File: config.mk
export PLATFORM = sky130hd
export DESIGN_NAME = cmp_bist_ctrl
export DESIGN_NICKNAME = d
export VERILOG_FILES = /design/src/rtl/cmp_bist_pkg.sv /design/src/rtl/cmp_bist_lfsr.sv /design/src/rtl/cmp_bist_ctrl.sv
export SDC_FILE = /design/constraint.sdc
export NUM_CORES = 1
export LEC_CHECK = 0
export ABC_AREA = 0
export CAP_MARGIN = 40
export CORE_MARGIN = 5
export CORE_UTILIZATION = 51
export DETAILED_ROUTE_END_ITERATION = 6
export GPL_TIMING_DRIVEN = 0
export PLACE_DENSITY = 0.77
export SLEW_MARGIN = 0
export SYNTH_ARGS = -nofsm -noshare
export SYNTH_HDL_FRONTEND = slang
export SYNTH_SLANG_ARGS = --single-unit
File: constraint.sdc
create_clock -name i_clk -period 4.7 [get_ports i_clk]
set_input_delay 0.705 -clock i_clk [delete_from_list [all_inputs] [get_ports i_clk]]
set_output_delay 0.705 -clock i_clk [all_outputs]
set_load 0.05 [all_outputs]
File: src/rtl/cmp_bist_pkg.sv
// Shared types and constants for the comparator self-test controller.
// Holds the FSM state type, LFSR/MISR constants and the LFSR step function.
package cmp_bist_pkg;

    typedef enum logic [2:0] {
        IDLE,
        ISSUE_ZERO,
        ISSUE_RAND,
        ISSUE_CORNER,
        DRAIN,
        DONE
    } state_t;

    localparam logic [31:0] LFSR_MASK = 32'h8020_0003;
    localparam logic [15:0] MISR_POLY = 16'h1021;
    localparam int          N_CORNER  = 4;

    // Galois step for x^32+x^22+x^2+x+1: shift right, fold the mask in on a 1 out.
    function automatic logic [31:0] lfsr_step(input logic [31:0] s);
        return {1'b0, s[31:1]} ^ (s[0] ? LFSR_MASK : 32'h0);
    endfunction

endpackage

File: src/rtl/cmp_bist_lfsr.sv
// 32-bit Galois LFSR that advances two steps per enable, so one enable
// yields a fresh operand pair (state, state_next).
module cmp_bist_lfsr
    import cmp_bist_pkg::*;
#(
    parameter logic [31:0] SEED = 32'h0000_0001
) (
    input  logic        clk,
    input  logic        rst,
    input  logic        load,
    input  logic        step,
    output logic [31:0] state,
    output logic [31:0] state_next
);

    assign state_next = lfsr_step(state);

    always_ff @(posedge clk or posedge rst) begin
        if (rst) begin
            state <= SEED;
        end else if (load) begin
            state <= SEED;
        end else if (step) begin
            state <= lfsr_step(state_next);
        end
    end

endmodule

File: src/rtl/cmp_bist_ctrl.sv
// Self-test driver/collector for a pair of comparators: issues operand pairs,
// samples both results after LATENCY cycles, counts ones/mismatches and builds a MISR.
module cmp_bist_ctrl
    import cmp_bist_pkg::*;
#(
    parameter int          BITS     = 32,
    parameter int          N_RANDOM = 11,
    parameter int          LATENCY  = 1,
    parameter logic [31:0] SEED     = 32'h0000_0001,
    localparam int         TOTAL    = 1 + N_RANDOM + N_CORNER,
    localparam int         CW       = $clog2(TOTAL + 1)
) (
    input  logic            i_clk,
    input  logic            i_rst,
    input  logic            i_start,
    output logic            o_busy,
    output logic            o_done,
    output logic [BITS-1:0] o_arg_A,
    output logic [BITS-1:0] o_arg_B,
    output logic            o_arg_valid,
    input  logic            i_result_a,
    input  logic            i_result_b,
    output logic [CW-1:0]   o_vec_cnt,
    output logic [CW-1:0]   o_ones_cnt,
    output logic [CW-1:0]   o_mismatch_cnt,
    output logic [15:0]     o_signature,
    output state_t          o_state
);

    localparam logic [BITS-1:0] MSB = {1'b1, {(BITS-1){1'b0}}};

    state_t          state, state_nx;
    logic [CW-1:0]   idx;
    logic [CW-1:0]   corner_nx;
    logic [BITS-1:0] arg_a_nx, arg_b_nx;
    logic            issue_nx;
    logic            start_acc;
    logic            smp_valid;
    logic [31:0]     lfsr_q, lfsr_nx;

    assign start_acc = (state == IDLE) && i_start;
    assign o_state   = state;

    cmp_bist_lfsr #(.SEED(SEED)) u_lfsr (
        .clk        (i_clk),
        .rst        (i_rst),
        .load       (start_acc),
        .step       (state_nx == ISSUE_RAND),
        .state      (lfsr_q),
        .state_next (lfsr_nx)
    );

    // Next state plus the vector to present in the next-state's cycle; the
    // operand registers only change when a new vector is issued.
    always_comb begin
        state_nx  = state;
        arg_a_nx  = o_arg_A;
        arg_b_nx  = o_arg_B;
        issue_nx  = 1'b0;
        corner_nx = (state == ISSUE_CORNER) ? idx + CW'(1) : '0;
        case (state)
            IDLE:         if (i_start) state_nx = ISSUE_ZERO;
            ISSUE_ZERO:   state_nx = (N_RANDOM == 0) ? ISSUE_CORNER : ISSUE_RAND;
            ISSUE_RAND:   if (idx == CW'(N_RANDOM - 1)) state_nx = ISSUE_CORNER;
            ISSUE_CORNER: if (idx == CW'(N_CORNER - 1)) state_nx = (LATENCY == 0) ? DONE : DRAIN;
            DRAIN:        if (idx == CW'(LATENCY - 1)) state_nx = DONE;
            DONE:         state_nx = IDLE;
            default:      state_nx = IDLE;
        endcase
        case (state_nx)
            ISSUE_ZERO: begin
                issue_nx = 1'b1;
                arg_a_nx = '0;
                arg_b_nx = '0;
            end
            ISSUE_RAND: begin
                issue_nx = 1'b1;
                arg_a_nx = lfsr_q[BITS-1:0];
                arg_b_nx = lfsr_nx[BITS-1:0];
            end
            ISSUE_CORNER: begin
                issue_nx = 1'b1;
                arg_a_nx = corner_nx[1] ? MSB : '0;
                arg_b_nx = (corner_nx[1] ^ corner_nx[0]) ? MSB : '0;
            end
            default: ;
        endcase
    end

    always_ff @(posedge i_clk or posedge i_rst) begin
        if (i_rst) begin
            state       <= IDLE;
            idx         <= '0;
            o_arg_A     <= '0;
            o_arg_B     <= '0;
            o_arg_valid <= 1'b0;
            o_busy      <= 1'b0;
            o_done      <= 1'b0;
        end else begin
            state       <= state_nx;
            idx         <= (state_nx != state) ? '0 : idx + CW'(1);
            o_arg_A     <= arg_a_nx;
            o_arg_B     <= arg_b_nx;
            o_arg_valid <= issue_nx;
            o_busy      <= issue_nx || (state_nx == DRAIN);
            o_done      <= (state_nx == DONE);
        end
    end

    generate
        if (LATENCY == 0) begin : g_no_pipe
            assign smp_valid = o_arg_valid;
        end else begin : g_pipe
            logic [LATENCY-1:0] vpipe;
            always_ff @(posedge i_clk or posedge i_rst) begin
                if (i_rst) begin
                    vpipe <= '0;
                end else begin
                    vpipe[0] <= o_arg_valid;
                    for (int i = 1; i < LATENCY; i++) vpipe[i] <= vpipe[i-1];
                end
            end
            assign smp_valid = vpipe[LATENCY-1];
        end
    endgenerate

    always_ff @(posedge i_clk or posedge i_rst) begin
        if (i_rst) begin
            o_vec_cnt      <= '0;
            o_ones_cnt     <= '0;
            o_mismatch_cnt <= '0;
            o_signature    <= '0;
        end else if (start_acc) begin
            o_vec_cnt      <= '0;
            o_ones_cnt     <= '0;
            o_mismatch_cnt <= '0;
            o_signature    <= '0;
        end else if (smp_valid) begin
            o_vec_cnt      <= o_vec_cnt + CW'(1);
            o_ones_cnt     <= o_ones_cnt + CW'(i_result_a);
            o_mismatch_cnt <= o_mismatch_cnt + CW'(i_result_a ^ i_result_b);
            o_signature    <= {o_signature[14:0], 1'b0}
                            ^ (o_signature[15] ? MISR_POLY : 16'h0)
                            ^ {15'b0, i_result_a};
        end
    end

endmodule
==> results of run 1 <==
-- flip-flops by register name (all words and copies together) (netlist names), 3 cells and up --
| name | cells |
|---|---|
| idx | 5 |
| o_arg_A | 32 |
| o_arg_B | 5 |
| o_mismatch_cnt | 5 |
| o_ones_cnt | 5 |
| o_signature | 16 |
| o_state | 3 |
| o_vec_cnt | 5 |
| u_lfsr.state | 32 |
-- synth_stat cells (all sizes together) --
master   count
o311ai       1
dfrtp      111
mux2i       18
a21oi       29
nand2      120
xnor2       11
nand2b       1
o22ai        1
a2bb2oi      1
inv          7
ha           8
dfstp        1
xor2        13
and2         1
nor3         2
nor2        42
a22o         6
a22oi        2
nand4bb      1
o21ai        6
o211a        1
nand3b       3
o31ai        1
nor3b        1
a311oi       1
nand3        4
nor2b        1
o211ai       1
a211o        1
a211oi       6
buf         47
nand4        7
clkbuf       5
nor4b        2
-- layout make-up --
cell class	instances	area [um^2]
timing repair buffer	106	1080
sequential	112	2800
inverter	7	28.8
buffer	52	362
multi-input combinational	292	1680
fill	736	2980
tap	129	161
clock buffer	10	128
clock inverter	5	56.3
-- path summary, 6_finish.rpt --
kind	endpoint	slack, ns	cells after the start
worst max-delay path	o_state[2]	2.30	1
worst min-delay path	g_pipe.vpipe	0.40	0
worst max register to register	u_lfsr.state[25]	2.68	4
worst min register to register	g_pipe.vpipe	0.40	0
max in group asynchronous	u_lfsr.state[0]	3.21	3
min in group asynchronous	o_ones_cnt[4]	0.75	2
-- metrics by stage --
step           utilization  cell area, um^2
6_report             0.679             6300
5_1_grt              0.679             6300
3_3_place_gp         0.656             6090
2_1_floorplan            -             4870
3_5_place_dp         0.659             6120
4_1_cts              0.679             6300
-- metal layers --
metal | track usage | part of all wire | vias to the layer above
met5 | 0 | 0 | -
met4 | 0.0460 | 0.011 | 0
met3 | 0.0624 | 0.068 | 13
met2 | 0.312 | 0.49 | 92
met1 | 0.239 | 0.43 | 1737
li1 | - | - | 1730
-- logic make-up after synthesis --
| family | share of synthesized area |
|---|---|
| multiplexers | 0.0370 |
| XOR/XNOR | 0.0431 |
| AND/OR/NAND/NOR | 0.163 |
| AO/OA/AOI/OAI | 0.0816 |
| flip-flops | 0.575 |
| buffers and inverters | 0.0796 |
| adder cells (fa/ha/maj) | 0.0205 |
==> impl_metrics.ini, run 1 <==
[cts]
htree_num_levels = 3
cts_hold_buffers = 0
cts_max_path_buffers = 2
clkTransAtPathRegs_ns = 0.10
cts_made_buffers = 9
cts_setup_buffers = 0
clockRootBuffer = clkbuf_8
cts_tree = done
clock_latency_ns = 0.36
cts_resized = 0
clock_sinks = 112

[placement]
dp_hpwl_mm = 7.71
port_buffers = 105
gp_congestion = 0.767
dp_slack_ns = 2.09
placedCellCount = 698

[synth]
ys_types = 41
syn_avg_cell_area_um2 = 10.5
syn_nets = 476
synth.area.top_cells = dfrtp_1, nand2_1, buf_4, mux2i_1, nor2_1
ys_ff_latch = 112
syn-cell-area_mm2 = 0.00487
synth_cells = 463
synth_top_cell_area_share = 0.570
synth_largest_area_cell = dfrtp_1
ys_seq_area_frac = 0.575
ys_warn_count = 0

[floorplanning]
die_x_um = 108
core_area_mm2 = 0.00928
initial_core_util = 0.525
die_h_um = 108
num_rows = 35
io_pins = 106
die_area_mm2 = 0.0116

[flow_run]
maxCapViolCount = 0

[worst_setup_path]
critPathLaunch = o_state[2]
path_delay_family = buffers and inverters
slowest_stage = clkdlybuf4s50_1
reg2reg_from = o_state[0]
startpoint_type = register
cp.required_ns = 3.99
cp.arrival_ns = 1.70
path_cells = clkdlybuf4s50_1
path_class = reg -> out
worstPathMaxFanout = 7
slowest_delay_ns = 0.85
end_kind = output pin
path_buf_inv = 1

[routing]
drc_errors = 0
num_vias = 3572
ant_nets = 0
finalWirelength_mm = 10.5
drt_iter0_drc = 111
avgRoutedWirePerCell_um = 14.7
avgViaCountPerCell = 5.01
firstDrtPassIters = 4

[layout]
instances_no_fill = 713
drive_above_1_share = 0.135
antenna_cells = 0
layout_common_cells = nand2_1, dfrtp_1, clkdlybuf4s50_1
syn2layout_area_growth_pct = 29.3
fin_nets = 593
final_common_cell = nand2_1

[sta]
slew_violations = 0
setup_ws_ns = 2.30
slew_headroom = 0.429
fin_tns_setup_ns = 0
fin_crit_sh = 0.511
finalSetupViolCount = 0
hold_violations = 0
rsz0062_at_grt = no
fin_crit_ns = 2.40
hold_slack_ns = 0.402
clock_skew_ns = 0.00865
worst_pin_slew_ns = 0.855
max_freq_mhz = 416

[worst_hold_path]
worstHoldStart = o_arg_valid
hold_class = reg -> reg

[global_route]
grt_pass1_vias = 3624
grt_overflow = 0
grt_pass1_wl_mm = 17.5
grt_max_degree = 68
grt_usage = 0.189
antenna_found_initial = 0

[outcome]
outcome = complete, no violations
Power of run 1 is left out: the tool's default activity adds up to more than one toggle a clock period on the data nets, which glitch-free logic cannot reach.
==> inputs of run 2 (changes only) <==
==> constraint.sdc (replaced) <==
create_clock -name i_clk -period 2.3 [get_ports i_clk]
set_input_delay 0.345 -clock i_clk [delete_from_list [all_inputs] [get_ports i_clk]]
set_output_delay 0.345 -clock i_clk [all_outputs]
set_load 0.05 [all_outputs]
==> impl_metrics.ini, run 2 (synthesis gave the netlist of run 1 again) <==
[placement]
dp_hpwl_mm = 7.80
dpl_cell_area_mm2 = 0.00613
port_buffers = 105
gp_congestion = 0.778

[routing]
drc_errors = 0
avgViaCountPerCell = 4.99
num_vias = 3571
ant_nets = 0
firstDrtPassIters = 4
avgRoutedWirePerCell_um = 14.9
drt_iter0_drc = 133
finalWirelength_mm = 10.7

[sta]
fin_crit_ns = 2.08
slew_violations = 0
hold_violations = 0
hold_slack_ns = 0.394
worst_pin_slew_ns = 0.813
clock_skew_ns = 0.00606
slew_headroom = 0.457
max_freq_mhz = 481
rsz0062_at_grt = no
finalSetupViolCount = 0
fin_crit_sh = 0.904

[layout]
final_area_mm2 = 0.00635
nFillCells = 737
antenna_cells = 0
top_regs = o_arg_A (32), u_lfsr.state (32), o_signature (16)
fin_nets = 594
layout_common_cells = nand2_1, dfrtp_1, clkdlybuf4s50_1
syn2layout_area_growth_pct = 30.4
drive_above_1_share = 0.140
final_common_cell = nand2_1

[worst_setup_path]
path_buf_inv = 1
cp.required_ns = 1.96
r2r_cells = 4
reg2reg_from = o_state[0]
slowest_delay_ns = 0.86
worstPathMaxFanout = 7
rrSetupSlack_ns = 0.31
slowest_stage = clkdlybuf4s50_1
startpoint_type = register
path_class = reg -> out
path_delay_family = buffers and inverters
path_cells = clkdlybuf4s50_1
cp.arrival_ns = 1.73
timing.rr.end = u_lfsr.state[24]
end_kind = output pin

[cts]
htree_num_levels = 3
cts_resized = 0
clock_sinks = 112
clock_latency_ns = 0.37
cts_max_path_buffers = 2
clockRootBuffer = clkbuf_8
clkTransAtPathRegs_ns = 0.10
cts_made_buffers = 9
cts_tree = done
cts_setup_buffers = 0
cts_hold_buffers = 0

[floorplanning]
io_pins = 106
initial_core_util = 0.525
num_rows = 35
core_area_mm2 = 0.00928
die_area_mm2 = 0.0116
die_x_um = 108
die_h_um = 108

[worst_hold_path]
min_to = g_pipe.vpipe
hold_class = reg -> reg
worst_hold_path.num_cells = 0
worstHoldStart = o_arg_valid

[outcome]
outcome = complete, no violations

[global_route]
grt_pass1_wl_mm = 17.9
grt_usage = 0.193
grt_pass1_vias = 3664
antenna_found_initial = 0
grt_overflow = 0
grt_max_degree = 41

[flow_run]
maxCapViolCount = 0
-- run 2: how the worst max path moves through the flow --
stage          startpoint               end  slack [ns]  cells past startpoint
6_report       o_state[2]        o_state[2]        0.22                      1
5_1_grt        o_state[2]        o_state[2]        0.17                      1
4_1_cts        o_state[2]        o_state[2]        0.21                      1
3_5_place_dp      i_start  u_lfsr.state[24]        0.05                      4
3_3_place_gp        i_rst       o_arg_A[15]       -0.42                      2
2_1_floorplan  o_state[1]  u_lfsr.state[22]        0.53                      7
-- run 2: through the flow --
step	utilization	TNS [ns]	instances	setup WS, ns
finish	0.685	0	715	0.222
CTS	0.685	0	715	0.207
detailed placement	0.660	0	699	0.0482
floorplan	-	0	463	0.531
global route	0.685	0	715	0.171
global placement	0.656	-46.27	697	-0.422
-- run 2: routing by layer --
metal | part of all wire | GRT usage | wire (um) | up-vias
met5 | 0 | 0 | 0 | -
met4 | 0.0099 | 0.0370 | 106 | 0
met3 | 0.060 | 0.0624 | 644 | 9
met2 | 0.50 | 0.330 | 5330 | 83
met1 | 0.43 | 0.241 | 4580 | 1752
li1 | - | - | - | 1727
-- run 2: worst register-to-register path, delay by kind of cell (launching register included) --
kind                   cells  cell delay [ns]
flip-flops                 1             0.46
AO/OA/AOI/OAI              1             0.09
AND/OR/NAND/NOR            1             0.68
buffers and inverters      2             0.64
-- run 2: cell type report --
cell class              count  area, um^2  share of cell area
flip-flops and latches    112        2800               0.441
plain buffers              52         362              0.0569
multi-input cells         292        1680               0.265
repair buffers            107        1090               0.172
inverters                   7        30.0             0.00473
well taps                 129         161              0.0254
clock inverters             7         101              0.0159
clock buffers               9         124              0.0195
Power of run 2 is left out for the same reason.
